--- config.mk ---
export PLATFORM = sky130hd
export DESIGN_NAME = vfree_list
export DESIGN_NICKNAME = d
export VERILOG_FILES = /design/src/rtl/vfree_list.sv
export SDC_FILE = /design/constraint.sdc
export NUM_CORES = 1
export LEC_CHECK = 0
export ABC_CLOCK_PERIOD_IN_PS = 8220
export BUFFER_PORTS_ARGS = -buffer_cell sky130_fd_sc_hd__buf_2
export CORE_MARGIN = 1.5
export CORE_UTILIZATION = 50
export DETAILED_ROUTE_END_ITERATION = 12
export GPL_TIMING_DRIVEN = 0
export HOLD_SLACK_MARGIN = 0.12
export PLACE_DENSITY = 0.65
export SLEW_MARGIN = 20
export SYNTH_ARGS = -nofsm -noshare
export SYNTH_HDL_FRONTEND = slang
export SYNTH_SLANG_ARGS = --single-unit
--- constraint.sdc ---
create_clock -name clk_i -period 8.22 [get_ports clk_i]
set_clock_uncertainty 0.2 [all_clocks]
set_input_delay 1.644 -clock clk_i [delete_from_list [all_inputs] [get_ports clk_i]]
set_output_delay 1.644 -clock clk_i [all_outputs]
set_load 0.02 [all_outputs]
--- src/rtl/vfree_list.sv ---
// Vector physical register free list.
// Holds the physical tags not currently mapped by the vector RAT as a FIFO. The
// rename stage pops the head on a grant and commit pushes retired tags back at
// the tail. A one-bit-per-tag bitmap tracks list membership so a tag that is
// already free cannot be released a second time. Overflowing releases and
// double releases are dropped and latch a sticky error flag.
//
// Handshake: alloc_gnt_o = alloc_req_i & ~empty_o in the same cycle, and
// alloc_tag_o is valid whenever the list is not empty. A granted tag leaves the
// list at the next clock edge. There is no release handshake: the list takes
// each legal release at the clock edge, and it flags every illegal release
// through error_o.
module vfree_list #(
    parameter int PHYS_REGS = 64,
    parameter int ARCH_REGS = 32,
    parameter int TAG_W     = $clog2(PHYS_REGS),
    parameter int DEPTH     = PHYS_REGS - ARCH_REGS
) (
    input  logic             clk_i,
    input  logic             rstn_i,
    input  logic             reconfigure_i,
    input  logic             alloc_req_i,
    output logic             alloc_gnt_o,
    output logic [TAG_W-1:0] alloc_tag_o,
    input  logic             release_valid_i,
    input  logic [TAG_W-1:0] release_tag_i,
    output logic [TAG_W:0]   free_count_o,
    output logic             empty_o,
    output logic             full_o,
    output logic             error_o
);

    localparam int PTR_W = (DEPTH > 1) ? $clog2(DEPTH) : 1;
    localparam int CNT_W = TAG_W + 1;

    logic [TAG_W-1:0]     r_mem [DEPTH];
    logic [PTR_W-1:0]     r_rd_ptr;
    logic [PTR_W-1:0]     r_wr_ptr;
    logic [CNT_W-1:0]     r_count;
    logic [PHYS_REGS-1:0] r_bitmap;
    logic                 r_error;

    logic                 w_empty;
    logic                 w_full;
    logic                 w_gnt;
    logic [TAG_W-1:0]     w_head_tag;
    logic                 w_rel_ok;
    logic                 w_rel_bad;

    // Pointer advance with an explicit wrap, because DEPTH need not be a power of two.
    function automatic logic [PTR_W-1:0] ptr_inc(input logic [PTR_W-1:0] p);
        if (p == PTR_W'(DEPTH - 1)) begin
            return '0;
        end
        return p + 1'b1;
    endfunction

    // Flags decode the registered count only. The grant is the only output that depends on an input.
    always_comb begin
        w_empty    = (r_count == '0);
        w_full     = (r_count == CNT_W'(DEPTH));
        w_gnt      = alloc_req_i & ~w_empty;
        w_head_tag = r_mem[r_rd_ptr];
        // When the list is full, a release fits only if a grant frees a slot in the same cycle.
        // A tag granted in this cycle still has its bitmap bit set, so releasing that tag is rejected.
        w_rel_ok   = release_valid_i & ~r_bitmap[release_tag_i] & (~w_full | w_gnt);
        w_rel_bad  = release_valid_i & ~w_rel_ok;
    end

    assign alloc_gnt_o  = w_gnt;
    assign alloc_tag_o  = w_head_tag;
    assign free_count_o = r_count;
    assign empty_o      = w_empty;
    assign full_o       = w_full;
    assign error_o      = r_error;

    // Tag storage: reset fills the list with every non-architectural tag in ascending order.
    always_ff @(posedge clk_i or negedge rstn_i) begin
        if (!rstn_i) begin
            for (int k = 0; k < DEPTH; k++) begin
                r_mem[k] <= TAG_W'(ARCH_REGS + k);
            end
        end else if (reconfigure_i) begin
            for (int k = 0; k < DEPTH; k++) begin
                r_mem[k] <= TAG_W'(ARCH_REGS + k);
            end
        end else if (w_rel_ok) begin
            r_mem[r_wr_ptr] <= release_tag_i;
        end
    end

    // Read and write pointers. A grant moves the read pointer and a legal release moves the write pointer.
    always_ff @(posedge clk_i or negedge rstn_i) begin
        if (!rstn_i) begin
            r_rd_ptr <= '0;
            r_wr_ptr <= '0;
        end else if (reconfigure_i) begin
            r_rd_ptr <= '0;
            r_wr_ptr <= '0;
        end else begin
            if (w_gnt) begin
                r_rd_ptr <= ptr_inc(r_rd_ptr);
            end
            if (w_rel_ok) begin
                r_wr_ptr <= ptr_inc(r_wr_ptr);
            end
        end
    end

    // Occupancy count: a grant and a legal release in the same cycle cancel out.
    always_ff @(posedge clk_i or negedge rstn_i) begin
        if (!rstn_i) begin
            r_count <= CNT_W'(DEPTH);
        end else if (reconfigure_i) begin
            r_count <= CNT_W'(DEPTH);
        end else begin
            case ({w_rel_ok, w_gnt})
                2'b10:   r_count <= r_count + 1'b1;
                2'b01:   r_count <= r_count - 1'b1;
                default: r_count <= r_count;
            endcase
        end
    end

    // Membership bitmap. A granted tag and a legally released tag are always different tags.
    always_ff @(posedge clk_i or negedge rstn_i) begin
        if (!rstn_i) begin
            for (int t = 0; t < PHYS_REGS; t++) begin
                r_bitmap[t] <= (t >= ARCH_REGS);
            end
        end else if (reconfigure_i) begin
            for (int t = 0; t < PHYS_REGS; t++) begin
                r_bitmap[t] <= (t >= ARCH_REGS);
            end
        end else begin
            if (w_gnt) begin
                r_bitmap[w_head_tag] <= 1'b0;
            end
            if (w_rel_ok) begin
                r_bitmap[release_tag_i] <= 1'b1;
            end
        end
    end

    // Sticky error flag for a dropped release. Only reset or reconfigure clears it.
    always_ff @(posedge clk_i or negedge rstn_i) begin
        if (!rstn_i) begin
            r_error <= 1'b0;
        end else if (reconfigure_i) begin
            r_error <= 1'b0;
        end else if (w_rel_bad) begin
            r_error <= 1'b1;
        end
    end

endmodule

Word level (Yosys, flattened, before mapping)
Index checks and enable logic that the tools add are counted.
{ "word_totals": {"ff_bits": 274, "latch_bits": 0, "ram_bits": 0, "mem_bits_ro": 0, "inputBits": 11, "output_inout_bits": 17, "mem_count": 0} }
{ "op_classes": {"add_sub_neg": 4, "mul": 0, "div_mod_pow": 0, "n_lt_le_gt_ge": 7, "eq_ne": 5, "n_shift": 0, "n_mux": 36, "bitwise": 14, "reduce_logical": 8} }
{ "ops": {"columns": ["cell", "n"], "rows": [
  ["two-way mux 192 bit", 2],
  ["two-way mux 64 bit", 4],
  ["bitwise mux 192 bit", 1],
  ["bitwise AND 64 bit", 1],
  ["inverter 64 bit", 1],
  ["OR 64 bit", 1],
  ["two-way mux 5 bit", 8],
  ["binary-select mux 6 bit (select 5 bit)", 1],
  ["demux 6 bit (select 5 bit)", 1],
  ["two-way mux 6 bit", 3],
  ["< comparator 6 x 7 -> 1 bit, second input constant", 2],
  ["case mux 7 bit (2 select lines)", 1],
  ["demux 1 bit (select 6 bit)", 2],
  ["greater-or-equal comparator 6 x 1 -> 1 bit, second input constant", 2],
  ["greater-or-equal comparator 6 bit, second input constant", 2],
  ["inverter 5 -> 6 bit", 2],
  ["two-way mux 1 bit", 11],
  ["adder 5 x 1 -> 5 bit, second input constant", 2],
  ["equality test 5 bit, second input constant", 2],
  ["adder 7 x 1 -> 7 bit, second input constant", 1],
  ["equality test 7 x 6 -> 1 bit, second input constant", 1],
  ["zero test 7 bit", 1],
  ["two-way mux 7 bit", 1],
  ["subtractor 7 x 1 -> 7 bit, second input constant", 1],
  ["other kinds (10)", 20]
]} }

Depth between registers and ports, before layout
{ "depth": {"word_depth": 15, "mapped_depth": 15, "ltp_nobuf": 11} }

Least setup slack after synthesis
No wires, ideal clock.
{ "synth_path": {"path_kind": "in2reg", "startpoint": "input port release_tag_i[0]", "endpoint": "register r_count[4] (netlist: free_count_o[4])", "arrival_time_ns": 4.853, "path_slack_ns": 3.052, "path_stages": 14, "path_cell_list": "clkbuf_1 -> buf_2 -> mux4_2 -> mux2i_1 -> o22ai_1 -> or4_1 -> buf_4 -> o21ai_0 -> xnor2_1 -> ha_1 -> nor3_1 -> nor3b_1 -> o211ai_1 -> o311ai_0"} }
{ "synth_between": {"elab_chain_cells": 8, "word_cells_on_any_way": 10} }
{ "synth_rtl": {"columns": ["item", "line", "source"], "rows": [
  ["start: declaration", "26", "input logic [TAG_W-1:0] release_tag_i,"],
  ["binary-select mux 1 bit (select 6 bit) (*)", "66", "w_rel_ok = release_valid_i & ~r_bitmap[release_tag_i] & (~w_full | w_gnt);"],
  ["two-way mux 1 bit (implied by the code) (*)", "66", null],
  ["inverter 1 bit (*)", "66", null],
  ["bitwise AND 1 bit (*) (2 in series)", "66", null],
  ["equality test 2 x 1 -> 1 bit or equality test 2 bit (tied branches)", "117", "case ({w_rel_ok, w_gnt})"],
  ["case mux 7 bit (2 select lines)", "117", null],
  ["two-way mux 7 bit", "114", "end else if (reconfigure_i) begin"],
  ["end signal: assignment", "115", "r_count <= CNT_W'(DEPTH);"],
  ["end signal: assignment", "118", "2'b10: r_count <= r_count + 1'b1;"],
  ["end signal: assignment", "119", "2'b01: r_count <= r_count - 1'b1;"],
  ["end: declaration", "39", "logic [CNT_W-1:0] r_count;"]
]} }
Every way passes the cells marked *; elsewhere a longest branch is shown, timed or not. The select of a mux whose other input is x is not followed.
A chain may end at the register's enable or synchronous reset.

Final worst setup path
{ "layout_path": {"startpoint": "register r_rd_ptr[1]", "endpoint": "output port alloc_tag_o[3]"} }
{ "layout_between": {"elab_chain_cells": 4} }
{ "layout_rtl": {"columns": ["item", "line", "source"], "rows": [
  ["start: declaration", "37", "logic [PTR_W-1:0] r_rd_ptr;"],
  ["start signal: assignment", "102", "r_rd_ptr <= ptr_inc(r_rd_ptr);"],
  ["inverter 5 -> 6 bit (implied by the code)", "63", "w_head_tag = r_mem[r_rd_ptr];"],
  ["binary-select mux 6 bit (select 5 bit)", "63", null],
  ["two-way mux 6 bit (implied by the code) (2 in series)", "63", null],
  ["end: declaration", "24", "output logic [TAG_W-1:0] alloc_tag_o,"]
]} }
No other way between the ends. The select of a mux whose other input is x is not followed.

==> impl.org <==
** Run status
- Result of the run :: complete, no violations

** Floorplanning
- In this run the standard cell core region covers 28900 sq um.
- Floorplan row count :: 62
- Starting density of the core :: 0.513
- Chip Width :: 175 um
- The floorplan step defined a die boundary enclosing 30700 sq um.
- Chip height :: 175 um
- Top-Level Pins :: 28

** Power and ir drop
- Portion of total power attributed to combinational logic :: 0.195
- Leakage power total :: 7.58 nW
- Switching portion of total power :: 0.304
- Net switching power :: 1.12 mW
- PwrDens :: 221 nW/um^2
- The internal portion of the total power is 2.56 mW.
- Of the total power, registers draw 0.387.
- IR analysis of the VDD net gives a maximum drop of 0.000172 V.
- The share of total power dissipated in the clock network is 0.418.

** Worst setup path
- Startpoint class of the critical path :: register
- Worst-path maximum fanout :: 10
- STA puts the critical path data required time at 6380 ps.
- The most critical setup path has its startpoint at r_rd_ptr[1].
- Type of destination of the critical path :: output pin
- The setup path with the least slack is of type register to output pin.
- For the worst setup path, the data arrival time is 3880 ps.
- Worst reg2reg startpoint :: r_rd_ptr[1]

** Global route
- Via count of the first global-routing pass :: 11670
- GRT Overall Usage :: 0.310
- Global route overflow :: 0
- Initial antenna violation count :: 0
- The first global-routing pass estimated 71800 um of wire.
- Largest net degree at the start of global routing :: 88

** Synthesis
- Warning count from the yosys run :: 0
- By area, the combinational part of the netlist is dominated by multiplexers.
- The share of the Yosys chip area taken by registers is 0.475.
- The share of synthesized area in the top cell type comes to 0.257.
- Number of enable flip-flop cells after synthesis :: 0
- In this run, synthesis produced a sequential element count of 274.
- The fraction of the mapped netlist area in compound gates came to 0.101.
- Post-synthesis adder-cell area fraction :: 0.00675
- Most area-hungry cell type in the Yosys netlist :: dfstp_2
- After synthesis, the share of cell area in mux cells is 0.242.
- Async SR Flop Fraction :: 1.00
- Synthesis produced 1297 cells.
- The most used flip-flop cell after synthesis is dfstp_2.
- Of the total synthesized cell area, the portion taken by XOR and XNOR cells is 0.000591.
- Of the total synthesized cell area, the portion taken by AND, OR, NAND and NOR gates is 0.132.
- Summing every instance area after synthesis gives 14800 sq um.
- Net count after synthesis :: 1316
- Number of distinct standard cells referenced by the synthesized netlist :: 69
- Area contributors post-synth :: dfstp_2 (26%), dfrtp_1 (22%), mux2i_1 (13%)
- Mean instance size in the synthesized netlist :: 11.4 sq um

** Timing
- The count of final hold-check violations is 0.
- Final number of setup-violating endpoints :: 0
- The worst path in the final design needs a cycle of 5720 ps, including I/O delays and setup.
- The count of pins over their slew limit was 0.
- Setup repair after global routing left no endpoint under its margin.
- Remaining max-slew budget at the tightest pin :: 0.0954
- F_max :: 175 MHz
- At the pin with the least slew margin, the transition time is 1350 ps.
- Hold WS :: 296 ps
- After routing, the total negative slack on setup checks comes to 0 ps.
- In the finished design, the share of the clock period the worst path needs comes to 0.696.

** Detailed routing
- Before antenna repair, the detailed router went through 5 iterations.
- DRC errors left :: 0
- After detailed routing, the average wire length per cell comes to 26.4 um.
- Once detail routing completed, the nets flagged for antenna violations numbered 0.
- Summed over all layers, the routed wires come to 46600 um.
- After detailed routing, the number of vias per cell comes to 6.68.
- Via total after detailed routing :: 11796
- Iter 0 DRT Violations :: 1211

** Placed design
- The congestion estimate from routability-driven global placement came to 0.940.
- Placed wire-length estimate :: 32000 um
- Count of buffers inserted at the top-level ports :: 23

** Clock tree
- In this run the number of H-tree levels came out at 1.
- Clk Latency, worst-skew pair :: 570 ps
- Number of CTS-inserted buffers :: 31
- Deepest clock path buffer count :: 3
- Buffers added to address setup during post-CTS repair amount to 0.
- CTS Root Cell :: clkbuf_16
- Post-CTS Hold Buffers :: 0
- Clk slew on worst S/H paths :: 60 ps
- Clock tree from TritonCTS :: built
- Post-CTS repair changed the size of 0 cells.
- Count of clock tree sinks :: 274

** Final layout
- Number of nets in the layout :: 1376
- Total of fill cells in the finished design :: 2405
- Of the cells placed in the final design, the portion with a size suffix greater than 1 is 0.226.
- N_diodes :: 0
- From synthesis to final layout, the design area changed by 12.5%.

** Hold path
- In this run the most critical hold path is launched from r_bitmap[61].
- Tightest Hold Check Type :: register to register

** Job
- Max-cap violations in this run came to 0.
sequential cells by signal, summed over array words and instances, names as in the netlist:
| name | count |
|---|---|
| r_mem | 192 |
| r_bitmap | 64 |
| free_count_o | 7 |
| r_rd_ptr | 5 |
| r_wr_ptr | 5 |
| error_o | 1 |
through the flow:
stage | cells | setup WS (ps) | total power [mW] | instance area, sq um | util
after floorplan | 1297 | 3050 | 1.88 | 14800 | -
after global placement | 1704 | 232 | 2.13 | 15400 | 0.533
after detailed placement | 1708 | 2140 | 2.15 | 15500 | 0.537
final | 1765 | 2500 | 3.68 | 16700 | 0.577
after CTS | 1765 | 2520 | 3.68 | 16700 | 0.577
after global routing | 1765 | 2410 | 3.79 | 16700 | 0.577
Yosys cell counts (all sizes together), types with 4 or more instances:
library cell and instances:
a21oi 13, and2 7, and3 11, and3b 4, buf 33, clkbuf 91, dfrtp 129, dfstp 145
ha 8, inv 10, mux2i 197, mux4 65, nand2 133, nand2b 4, nand3 16, nand3b 7
nand4 43, nor2 138, nor3 12, nor3b 8, nor4 7, o211ai 30, o21ai 25, o22ai 23
o311ai 43, o31ai 35, o41ai 13, or3 4, or3b 4, or4 7
final cells by class:
type,count,area (sq um),area share
tap,384,480,0.0288
multi-input combinational,888,7160,0.429
clock inverter,12,194,0.0116
buffer,124,602,0.0361
clock buffer,45,958,0.0574
inverter,11,41.3,0.00247
sequential,274,7040,0.422
timing repair buffer,27,215,0.0129
cells in the final DEF, fill, tap and decap left out, drive strengths merged, types with 12 or more instances in the layout:
master    n
mux2i   197
dfstp   145
nor2    138
clkbuf  136
nand2   133
dfrtp   129
mux4     65
buf      60
nand4    43
o311ai   43
o31ai    35
o211ai   30
o21ai    25
o22ai    23
nand3    16
o41ai    13
a21oi    13
nor3     12
critical path: stages, from the launching register on:
cell and delay [ps]:
dfrtp_1 720, buf_2 490, buf_4 350, buf_8 210, buf_4 260, mux4_1 410
o22ai_1 320, nor2_1 180, and2_1 200, buf_2 150
cells by family after synthesis:
logic type                 after synthesis
AOI/OAI and AO/OA                      201
buffers and inverters                  135
muxes                                  265
adders and majority gates                8
and+or+nand+nor                        413
xor gates and xnor gates                 1
DFF                                    274
power groups by stage:
stage | logic, mW | registers [mW] | clock network (mW)
final | 0.719 | 1.43 | 1.54
after global routing | 0.758 | 1.43 | 1.60
after CTS | 0.704 | 1.42 | 1.55
after detailed placement | 0.701 | 1.45 | 0
after global placement | 0.689 | 1.44 | 0
after floorplan | 0.424 | 1.45 | 0
path summary, 6_finish.rpt:
check	endpoint	slack [ps]	cells after the start
min reg2reg	r_bitmap[61]	300	2
max in group asynchronous	r_mem[96]	5960	3
max reg2reg	r_bitmap[13]	3390	10
min	r_bitmap[61]	300	2
min in group asynchronous	r_bitmap[0]	730	1
max	alloc_tag_o[3]	2500	9
per-layer routing:
metal / routed length, um / track usage
met1: 19900 / 0.452
met2: 21100 / 0.474
met3: 3810 / 0.0420
met4: 1890 / 0.115
met5: 0 / 0
Power figures use the tool's default switching activity.
